File: src/rtl/seqdet_pkg.sv
// rtl/seqdet_pkg.sv - shared constants and helpers for the seqdet_gen detector
package seqdet_pkg;

  // Active-low segment codes, bit order {CG,CF,CE,CD,CC,CB,CA}
  localparam logic [6:0] SEG_0 = 7'b1000000;
  localparam logic [6:0] SEG_1 = 7'b1111001;
  localparam logic [6:0] SEG_2 = 7'b0100100;
  localparam logic [6:0] SEG_3 = 7'b0110000;
  localparam logic [6:0] SEG_4 = 7'b0011001;
  localparam logic [6:0] SEG_5 = 7'b0010010;
  localparam logic [6:0] SEG_6 = 7'b0000010;
  localparam logic [6:0] SEG_7 = 7'b1111000;
  localparam logic [6:0] SEG_8 = 7'b0000000;
  localparam logic [6:0] SEG_9 = 7'b0010000;
  localparam logic [6:0] SEG_A = 7'b0001000;
  localparam logic [6:0] SEG_B = 7'b0000011;
  localparam logic [6:0] SEG_C = 7'b1000110;
  localparam logic [6:0] SEG_D = 7'b0100001;
  localparam logic [6:0] SEG_E = 7'b0000110;
  localparam logic [6:0] SEG_F = 7'b0001110;

  // Which scan slot shows which value
  localparam logic [1:0] DIG_STATE  = 2'd0;
  localparam logic [1:0] DIG_Z      = 2'd1;
  localparam logic [1:0] DIG_CNT_LO = 2'd2;
  localparam logic [1:0] DIG_CNT_HI = 2'd3;

  // Bits needed to hold a matched-prefix length of 0..pat_len
  function automatic int state_w(input int pat_len);
    return $clog2(pat_len + 1);
  endfunction

  function automatic logic [6:0] hex_to_seg(input logic [3:0] h);
    logic [6:0] s;
    case (h)
      4'h0:    s = SEG_0;
      4'h1:    s = SEG_1;
      4'h2:    s = SEG_2;
      4'h3:    s = SEG_3;
      4'h4:    s = SEG_4;
      4'h5:    s = SEG_5;
      4'h6:    s = SEG_6;
      4'h7:    s = SEG_7;
      4'h8:    s = SEG_8;
      4'h9:    s = SEG_9;
      4'hA:    s = SEG_A;
      4'hB:    s = SEG_B;
      4'hC:    s = SEG_C;
      4'hD:    s = SEG_D;
      4'hE:    s = SEG_E;
      default: s = SEG_F;
    endcase
    return s;
  endfunction

endpackage

File: src/rtl/seqdet_gen_btn_edge.sv
// rtl/seqdet_gen_btn_edge.sv - tick-sampled button synchroniser and rising-edge pulse
module btn_edge (
  input  logic CLKPORT,
  input  logic reset_n,
  input  logic tick,
  input  logic raw,
  output logic pulse
);

  logic q1;
  logic q2;

  // Sample the button only on ticks (filters bounce) and emit a one-cycle pulse on a rising level
  always_ff @(posedge CLKPORT or negedge reset_n) begin
    if (!reset_n) begin
      q1    <= 1'b0;
      q2    <= 1'b0;
      pulse <= 1'b0;
    end else begin
      pulse <= 1'b0;
      if (tick) begin
        q1    <= raw;
        q2    <= q1;
        pulse <= q1 & ~q2;
      end
    end
  end

endmodule

File: src/rtl/seqdet_gen.sv
// rtl/seqdet_gen.sv - programmable serial sequence detector with match counter and 7-seg scan
module seqdet_gen
  import seqdet_pkg::*;
#(
  parameter  int PAT_LEN  = 4,
  parameter  int CNT_W    = 8,
  parameter  int SCAN_BIT = 16,
  localparam int STATE_W  = state_w(PAT_LEN)
) (
  input  logic               CLKPORT,
  input  logic               reset_n,
  input  logic               step_btn,
  input  logic               x,
  input  logic [PAT_LEN-1:0] pattern,
  input  logic               overlap,
  input  logic               clr_cnt,
  output logic               z,
  output logic [STATE_W-1:0] state,
  output logic [CNT_W-1:0]   match_cnt,
  output logic [3:0]         an,
  output logic [6:0]         seg,
  output logic               dp
);

  localparam logic [STATE_W-1:0] FULL = STATE_W'(PAT_LEN);

  logic [SCAN_BIT+1:0] clk_div;
  logic                tick;
  logic                step;
  logic [PAT_LEN-1:0]  hist;
  logic [PAT_LEN-1:0]  hist_nx;
  logic [STATE_W-1:0]  valid;
  logic [STATE_W-1:0]  valid_nx;
  logic [STATE_W-1:0]  state_nx;
  logic                k_ok;
  logic [1:0]          dig;
  logic [3:0]          dig_val;
  logic [3:0]          state4;
  logic [7:0]          cnt8;

  // Free-running divider: low bits make the tick, top two bits pick the digit
  always_ff @(posedge CLKPORT or negedge reset_n) begin
    if (!reset_n) clk_div <= '0;
    else          clk_div <= clk_div + 1'b1;
  end

  assign tick = &clk_div[SCAN_BIT-1:0];

  btn_edge u_btn (
    .CLKPORT (CLKPORT),
    .reset_n (reset_n),
    .tick    (tick),
    .raw     (step_btn),
    .pulse   (step)
  );

  // Next history and fill level, then the longest pattern prefix ending at the newest bit
  always_comb begin
    hist_nx  = {hist[PAT_LEN-2:0], x};
    valid_nx = (valid == FULL) ? valid : valid + 1'b1;
    if (!overlap && state == FULL) begin
      hist_nx    = '0;
      hist_nx[0] = x;
      valid_nx   = STATE_W'(1);
    end
    state_nx = '0;
    k_ok     = 1'b0;
    for (int k = 1; k <= PAT_LEN; k++) begin
      k_ok = (k <= int'(valid_nx));
      for (int i = 0; i < k; i++) begin
        if (hist_nx[i] != pattern[PAT_LEN-k+i]) k_ok = 1'b0;
      end
      if (k_ok) state_nx = STATE_W'(k);
    end
  end

  // Detector registers advance only on a button step
  always_ff @(posedge CLKPORT or negedge reset_n) begin
    if (!reset_n) begin
      hist  <= '0;
      valid <= '0;
      state <= '0;
    end else if (step) begin
      hist  <= hist_nx;
      valid <= valid_nx;
      state <= state_nx;
    end
  end

  assign z = (state == FULL);

  // Saturating match counter; clear has priority over a same-cycle match
  always_ff @(posedge CLKPORT or negedge reset_n) begin
    if (!reset_n) begin
      match_cnt <= '0;
    end else if (clr_cnt) begin
      match_cnt <= '0;
    end else if (step && state_nx == FULL && !(&match_cnt)) begin
      match_cnt <= match_cnt + 1'b1;
    end
  end

  // Digit multiplexing straight from the divider and the live outputs
  always_comb begin
    state4                = '0;
    state4[STATE_W-1:0]   = state;
    cnt8                  = '0;
    cnt8[CNT_W-1:0]       = match_cnt;
    dig                   = clk_div[SCAN_BIT+1:SCAN_BIT];
    an                    = ~(4'b0001 << dig);
    case (dig)
      DIG_STATE:  dig_val = state4;
      DIG_Z:      dig_val = {3'b000, z};
      DIG_CNT_LO: dig_val = cnt8[3:0];
      default:    dig_val = cnt8[7:4];
    endcase
    seg = hex_to_seg(dig_val);
  end

  assign dp = 1'b1;

endmodule

File: config.mk
export PLATFORM = sky130hd
export DESIGN_NAME = seqdet_gen
export DESIGN_NICKNAME = d
export VERILOG_FILES = /design/src/rtl/seqdet_pkg.sv /design/src/rtl/seqdet_gen_btn_edge.sv /design/src/rtl/seqdet_gen.sv
export SDC_FILE = /design/constraint.sdc
export NUM_CORES = 1
export LEC_CHECK = 0
export ABC_AREA = 1
export CAP_MARGIN = 20
export CORE_MARGIN = 2
export CORE_UTILIZATION = 60
export DETAILED_ROUTE_END_ITERATION = 6
export PLACE_DENSITY = 0.86
export RECOVER_POWER = 50
export SYNTH_ARGS = -nofsm -noshare
export SYNTH_HDL_FRONTEND = slang
export SYNTH_SLANG_ARGS = --single-unit
File: constraint.sdc
create_clock -name CLKPORT -period 3.1 [get_ports CLKPORT]
set_input_delay 0.465 -clock CLKPORT [delete_from_list [all_inputs] [get_ports CLKPORT]]
set_output_delay 0.465 -clock CLKPORT [all_outputs]
set_load 0.02 [all_outputs]
==> impl_metrics.json, run 1 <==
{
  "cts_buffer_depth": 2,
  "port_buffers": 32,
  "drive_above_1_share_pct": 9.09,
  "crit_type": "reg2out",
  "grt_pass1_wl_um": 10000,
  "dr.pass1.iters": 4,
  "start_kind": "flop",
  "reg2reg_depth": 10,
  "antenna_found_initial": 0,
  "grt_max_degree": 39,
  "syn_avg_cell_area_um2": 7.54,
  "top_layer": "met4",
  "place_ws_ns": 0.311,
  "critPathLaunch": "clk_div[16]",
  "die_area_um2": 4800,
  "p_leak_uw": 0.00161,
  "p_per_area_nw_per_um2": 315,
  "timing.rr.start": "state[1]",
  "worst_skew_pair.late_latency_ns": 0.29,
  "grt-ovfl-total": 0,
  "fin_worst_skew_ns": 0.00834,
  "max_freq_mhz": 323,
  "ios": 34,
  "hold_violations": 0,
  "period_needed_ns": 3.10,
  "path_max_fanout": 6,
  "drc_errors": 0,
  "num_antenna_cells": 0,
  "nets": 393,
  "path_clk_slew_ns": 0.08,
  "layout_commonest_cell": "nand2_1",
  "tns_ns": 0,
  "core_um2": 4060,
  "syn-instance-count": 339,
  "rows": 23,
  "violations": "max-capacitance violations, max-slew violations",
  "drv_cap": 1,
  "met1_length_um": 2530,
  "dr_wl_met2_um": 2880,
  "syn2layout_area_growth_pct": 18.1,
  "dr_wl_met3_um": 215,
  "cts-root-buf": "clkbuf_8",
  "ir_drop_v": 0.000352,
  "cts_tree": "done",
  "fin_crit_sh_pct": 99.9,
  "synth_fp_nets": 359,
  "worstPathArrival_ns": 2.63,
  "layout_common_cells": "nand2_1, inv_1, dfrtp_1, nand3_1",
  "clock-sinks": 38,
  "ys_types": 35,
  "status": "finished, violations left",
  "fp.dieH_um": 69.3,
  "grt_pass1_vias": 2233,
  "slew_headroom_pct": -34.3,
  "synth_warnings": 0,
  "die_x_um": 69.3,
  "via_per_inst": 5.41,
  "grt_use_total_pct": 25.6,
  "gp_congestion": 0.879,
  "timing.rr.end": "state[1]",
  "worst_pin_slew_ns": 2.01,
  "drt-total-wl_um": 5770,
  "crit_end": "seg[4]",
  "synth_seq_area_share_pct": 37.2,
  "wl_per_cell_um": 13.6,
  "setup_viol": 0,
  "start_util_pct": 63.0,
  "ys_ff_latch": 38,
  "final-instance-count-excl-fill": 424,
  "drtIter0Drc": 279,
  "hpwl_um": 4150,
  "cts_buffers": 5,
  "ant_nets": 0,
  "fin_ws_ns": 0.00354,
  "syn_area_um2": 2560,
  "cts_htree_levels": 2,
  "drv_slew": 39,
  "r2r_setup_slack_ns": 1.31,
  "cp.required_ns": 2.63,
  "num_vias": 2292,
  "hp-class": "reg2reg",
  "critPathCaptureType": "output port",
  "dp.cells": 416
}
## cells by family (layout without fill, tap and decap cells)
kind of cell / count (synthesis) / in the layout / share of synthesized area (%)
xor+xnor: 22 / 22 / 7.53
buf+inv: 47 / 82 / 7.44
other cells: 1 / 1 / 0.147
fa+ha+maj: 10 / 10 / 4.89
simple gates: 199 / 199 / 36.7
flops: 38 / 38 / 37.2
compound gates: 22 / 22 / 6.07
## synth_stat cells
library cell  count  area share, %
xor2_1           12            4.1
conb_1            1           0.15
nor4_1            3           0.73
buf_2             2           0.39
ha_1             10            4.9
nand3b_4          1           0.78
o21ai_0          10            2.0
nand3_1          29            5.7
clkbuf_1          1           0.15
a31oi_1           2           0.49
dfrtp_1          38             37
nor2_2            4           0.98
nand4_1          11            2.7
or2_1             1           0.24
o211ai_1          1           0.29
buf_4             1           0.29
o21ai_1           4           0.78
nand3_4           2            1.4
a21oi_4           1           0.64
nor2_1           28            4.1
nand2_2           3           0.73
a21oi_1           1           0.20
nor2_4            2           0.88
nor3_2            1           0.39
xnor2_1          10            3.4
nand2_1         106             16
o21ai_4           1           0.64
nor3_4            1           0.64
o21a_1            1           0.29
nor3_1            4           0.78
o22ai_4           1           0.78
inv_1            38            5.6
inv_2             4           0.59
nand3_2           3            1.2
buf_6             1           0.44
## area by class of cell
class	count	area, µm²
clock inverter	3	40.0
timing repair buffer	32	320
inverter	42	158
multi-input combinational	254	1420
tap	50	62.6
fill	303	1040
sequential	38	953
clock buffer	5	68.8
## metrics by stage
| step | util, % | total power (µW) | hold slack [ns] | instance area (µm²) |
|---|---|---|---|---|
| after global placement | 71.5 | 550 | 0.417 | 2900 |
| after global routing | 74.4 | 994 | 0.480 | 3020 |
| final | 74.4 | 952 | 0.432 | 3020 |
| after detailed placement | 71.5 | 550 | 0.419 | 2900 |
| after CTS | 74.4 | 962 | 0.309 | 3020 |
| after floorplan | - | 527 | 0.169 | 2560 |
## critical path: stages, from the launching register on
cell	delay [ns]
dfrtp_2	0.47
inv_2	0.11
nand2_1	0.11
o21ai_0	0.20
nor2_1	0.08
nand2_2	0.09
ha_1	0.20
nand2_1	0.12
o21ai_0	0.30
clkdlybuf4s50_1	0.67
## metal layers
| layer | global-route usage [%] | vias to the layer above |
|---|---|---|
| met3 | 5.09 | 14 |
| met4 | 9.37 | 0 |
| met5 | 0 | - |
| met2 | 42.9 | 65 |
| met1 | 32.6 | 1069 |
| li1 | - | 1144 |
## repair_timing
action | CTS | global route
hold buffers | 0 | 0
resized for setup | 4 | 6
buffers inserted | 0 | 0
pin swaps | 0 | 0
endpoints found under the setup margin | 3 | 4
## power by group
group          internal [µW]  switching, µW  leakage, µW
sequential               495              0     0.000466
combinational           17.6           27.1      0.00109
clock                    237            175    0.0000579
total                    750            202      0.00161
## worst min-delay path by stage
stage                         from          end  slack [ns]  cells past startpoint
after detailed placement  u_btn.q2  u_btn.pulse        0.42                      1
after CTS                  reset_n  clk_div[14]        0.31                      1
after global placement    u_btn.q2  u_btn.pulse        0.42                      1
after floorplan            reset_n   clk_div[0]        0.17                      0
after global routing      u_btn.q2  u_btn.pulse        0.48                      1
final                     u_btn.q2  u_btn.pulse        0.43                      1
## registers in the layout, indices dropped and copies added, names as in the netlist
register and count:
clk_div 18, hist 3, match_cnt 8, state 3
u_btn.pulse 1, u_btn.q1 1, u_btn.q2 1, valid 3
Note: power is estimated with default switching activity, not from simulation.
==> inputs of run 2 (changes only) <==
--- a/config.mk
+++ b/config.mk
@@ -10,6 +10,7 @@
 export CORE_MARGIN = 2
 export CORE_UTILIZATION = 60
 export DETAILED_ROUTE_END_ITERATION = 6
+export MAX_ROUTING_LAYER = met4
 export PLACE_DENSITY = 0.86
 export RECOVER_POWER = 50
 export SYNTH_ARGS = -nofsm -noshare
==> run 2 against run 1 <==
  * The run still ends with max-capacitance violations, max-slew violations left
  * First-iteration DRC count rose by 2.2%
  * Via count rose by 1.5%
  * Cell area did not move
  * Critical path type unchanged
==> impl_metrics.json, run 2 (same netlist as run 1, synthesis figures left out) <==
{
  "critPathCaptureType": "output port",
  "drc_errors": 0,
  "hp-class": "reg2reg",
  "ios": 34,
  "grt_pass1_wl_um": 10000,
  "drv_slew": 39,
  "regMostFlops": "clk_div",
  "final_cell_area_um2": 3020,
  "worst_skew_pair.late_latency_ns": 0.29,
  "grt_max_degree": 39,
  "syn2layout_area_growth_pct": 18.1,
  "place_area_um2": 2900,
  "hold_path_depth": 1,
  "top_regs": "clk_div (18), match_cnt (8)",
  "crit_type": "reg2out",
  "nets": 393,
  "timing.rr.start": "state[1]",
  "p_leak_uw": 0.00161,
  "hold_violations": 0,
  "dp.cells": 416,
  "ant_nets": 0,
  "die_area_um2": 4800,
  "ir_drop_v": 0.000357,
  "rows": 23,
  "grt_pass1_vias": 2227,
  "period_needed_ns": 3.03,
  "hold_start": "u_btn.q2",
  "tns_ns": 0,
  "fin_ws_ns": 0.0678,
  "hpwl_um": 4150,
  "cp.required_ns": 2.63,
  "port_buffers": 32,
  "p_per_area_nw_per_um2": 316,
  "largest_register_ffs": 18,
  "num_antenna_cells": 0,
  "timing.rr.end": "state[1]",
  "num_vias": 2327,
  "via_per_inst": 5.49,
  "drtIter0Drc": 285,
  "final-instance-count-excl-fill": 424,
  "cts_buffers": 5,
  "clock-sinks": 38,
  "power.total_uw": 955,
  "slew_headroom_pct": -34.5,
  "cts-root-buf": "clkbuf_8",
  "place_ws_ns": 0.311,
  "drive_above_1_share_pct": 9.09,
  "met1_length_um": 2500,
  "worst_pin_slew_ns": 2.02,
  "cts_tree": "done",
  "dr.pass1.iters": 7,
  "path_clk_slew_ns": 0.08,
  "max_freq_mhz": 330,
  "drv_cap": 1,
  "status": "finished, violations left",
  "violations": "max-capacitance violations, max-slew violations",
  "fp.dieH_um": 69.3,
  "drt-total-wl_um": 5780,
  "top_layer": "met4",
  "path_max_fanout": 6,
  "worst_hold_path.endpoint": "u_btn.pulse",
  "fin_worst_skew_ns": 0.00819,
  "r2r_setup_slack_ns": 1.30,
  "cts_htree_levels": 2,
  "grt-ovfl-total": 0,
  "cts_buffer_depth": 2,
  "layout_commonest_cell": "nand2_1",
  "core_um2": 4060,
  "start_kind": "flop",
  "setup_viol": 0,
  "antenna_found_initial": 0,
  "dr_wl_met2_um": 2870,
  "layout_common_cells": "nand2_1, inv_1, dfrtp_1, nand3_1",
  "reg2reg_depth": 10,
  "worstPathArrival_ns": 2.57,
  "dr_wl_met3_um": 273,
  "gp_congestion": 0.893,
  "wl_per_cell_um": 13.6,
  "grt_use_total_pct": 26.3,
  "start_util_pct": 63.0,
  "die_x_um": 69.3,
  "cts_setup_buffers": 0,
  "fin_crit_sh_pct": 97.8
}
-- run 2: cell counts in the layout (fill, tap and decap cells not counted) --
Identical to the previous run, type by type.
-- run 2: per-layer routing --
layer  global-route usage (%)  up-vias
met2                     42.9       88
met5                        -        -
met4                     9.37        0
met3                     5.09       16
li1                         -     1144
met1                     32.6     1079
-- run 2: area by class of cell --
cell class                 instances  area [µm²]
clock buffer                       5        68.8
clock inverter                     3        40.0
fill                             303        1040
inverter                          42         158
multi-input combinational        254        1420
sequential                        38         953
tap                               50        62.6
timing repair buffer              32         320
-- run 2: through the flow --
step                util [%]  hold slack, ns
finish                  74.4           0.437
floorplan                  -           0.169
global placement        71.5           0.417
CTS                     74.4           0.309
detailed placement      71.5           0.419
global route            74.4           0.480
-- run 2: timing repair --
action / CTS / global route
setup endpoints to repair: 3 / 4
pin swaps: 0 / 0
hold buffers: 0 / 0
resized for setup: 4 / 6
-- run 2: worst max-delay path, stage by stage (launching register included) --
cell,delay (ns)
dfrtp_2,0.47
inv_2,0.11
nand2_1,0.11
o21ai_0,0.20
nor2_1,0.08
nand2_2,0.09
ha_1,0.20
nand2_1,0.11
o21ai_0,0.25
clkdlybuf4s50_1,0.65
-- run 2: how the worst max path moves through the flow --
| stage | start | to | slack [ns] | cells after the start |
|---|---|---|---|---|
| 2_1_floorplan | clk_div[16] | seg[0] | 0.84 | 11 |
| 3_3_place_gp | clk_div[16] | seg[3] | 0.48 | 10 |
| 3_5_place_dp | clk_div[16] | seg[3] | 0.31 | 10 |
| 4_1_cts | clk_div[17] | seg[5] | 0.12 | 11 |
| 5_1_grt | clk_div[16] | seg[4] | -0.15 | 9 |
| 6_report | clk_div[16] | seg[4] | 0.07 | 9 |
-- run 2: where the power goes --
group | leakage (µW) | internal, µW | switching [µW]
Clock | 0.0000579 | 237 | 178
Combinational | 0.00109 | 17.6 | 27.2
Sequential | 0.000466 | 495 | 0
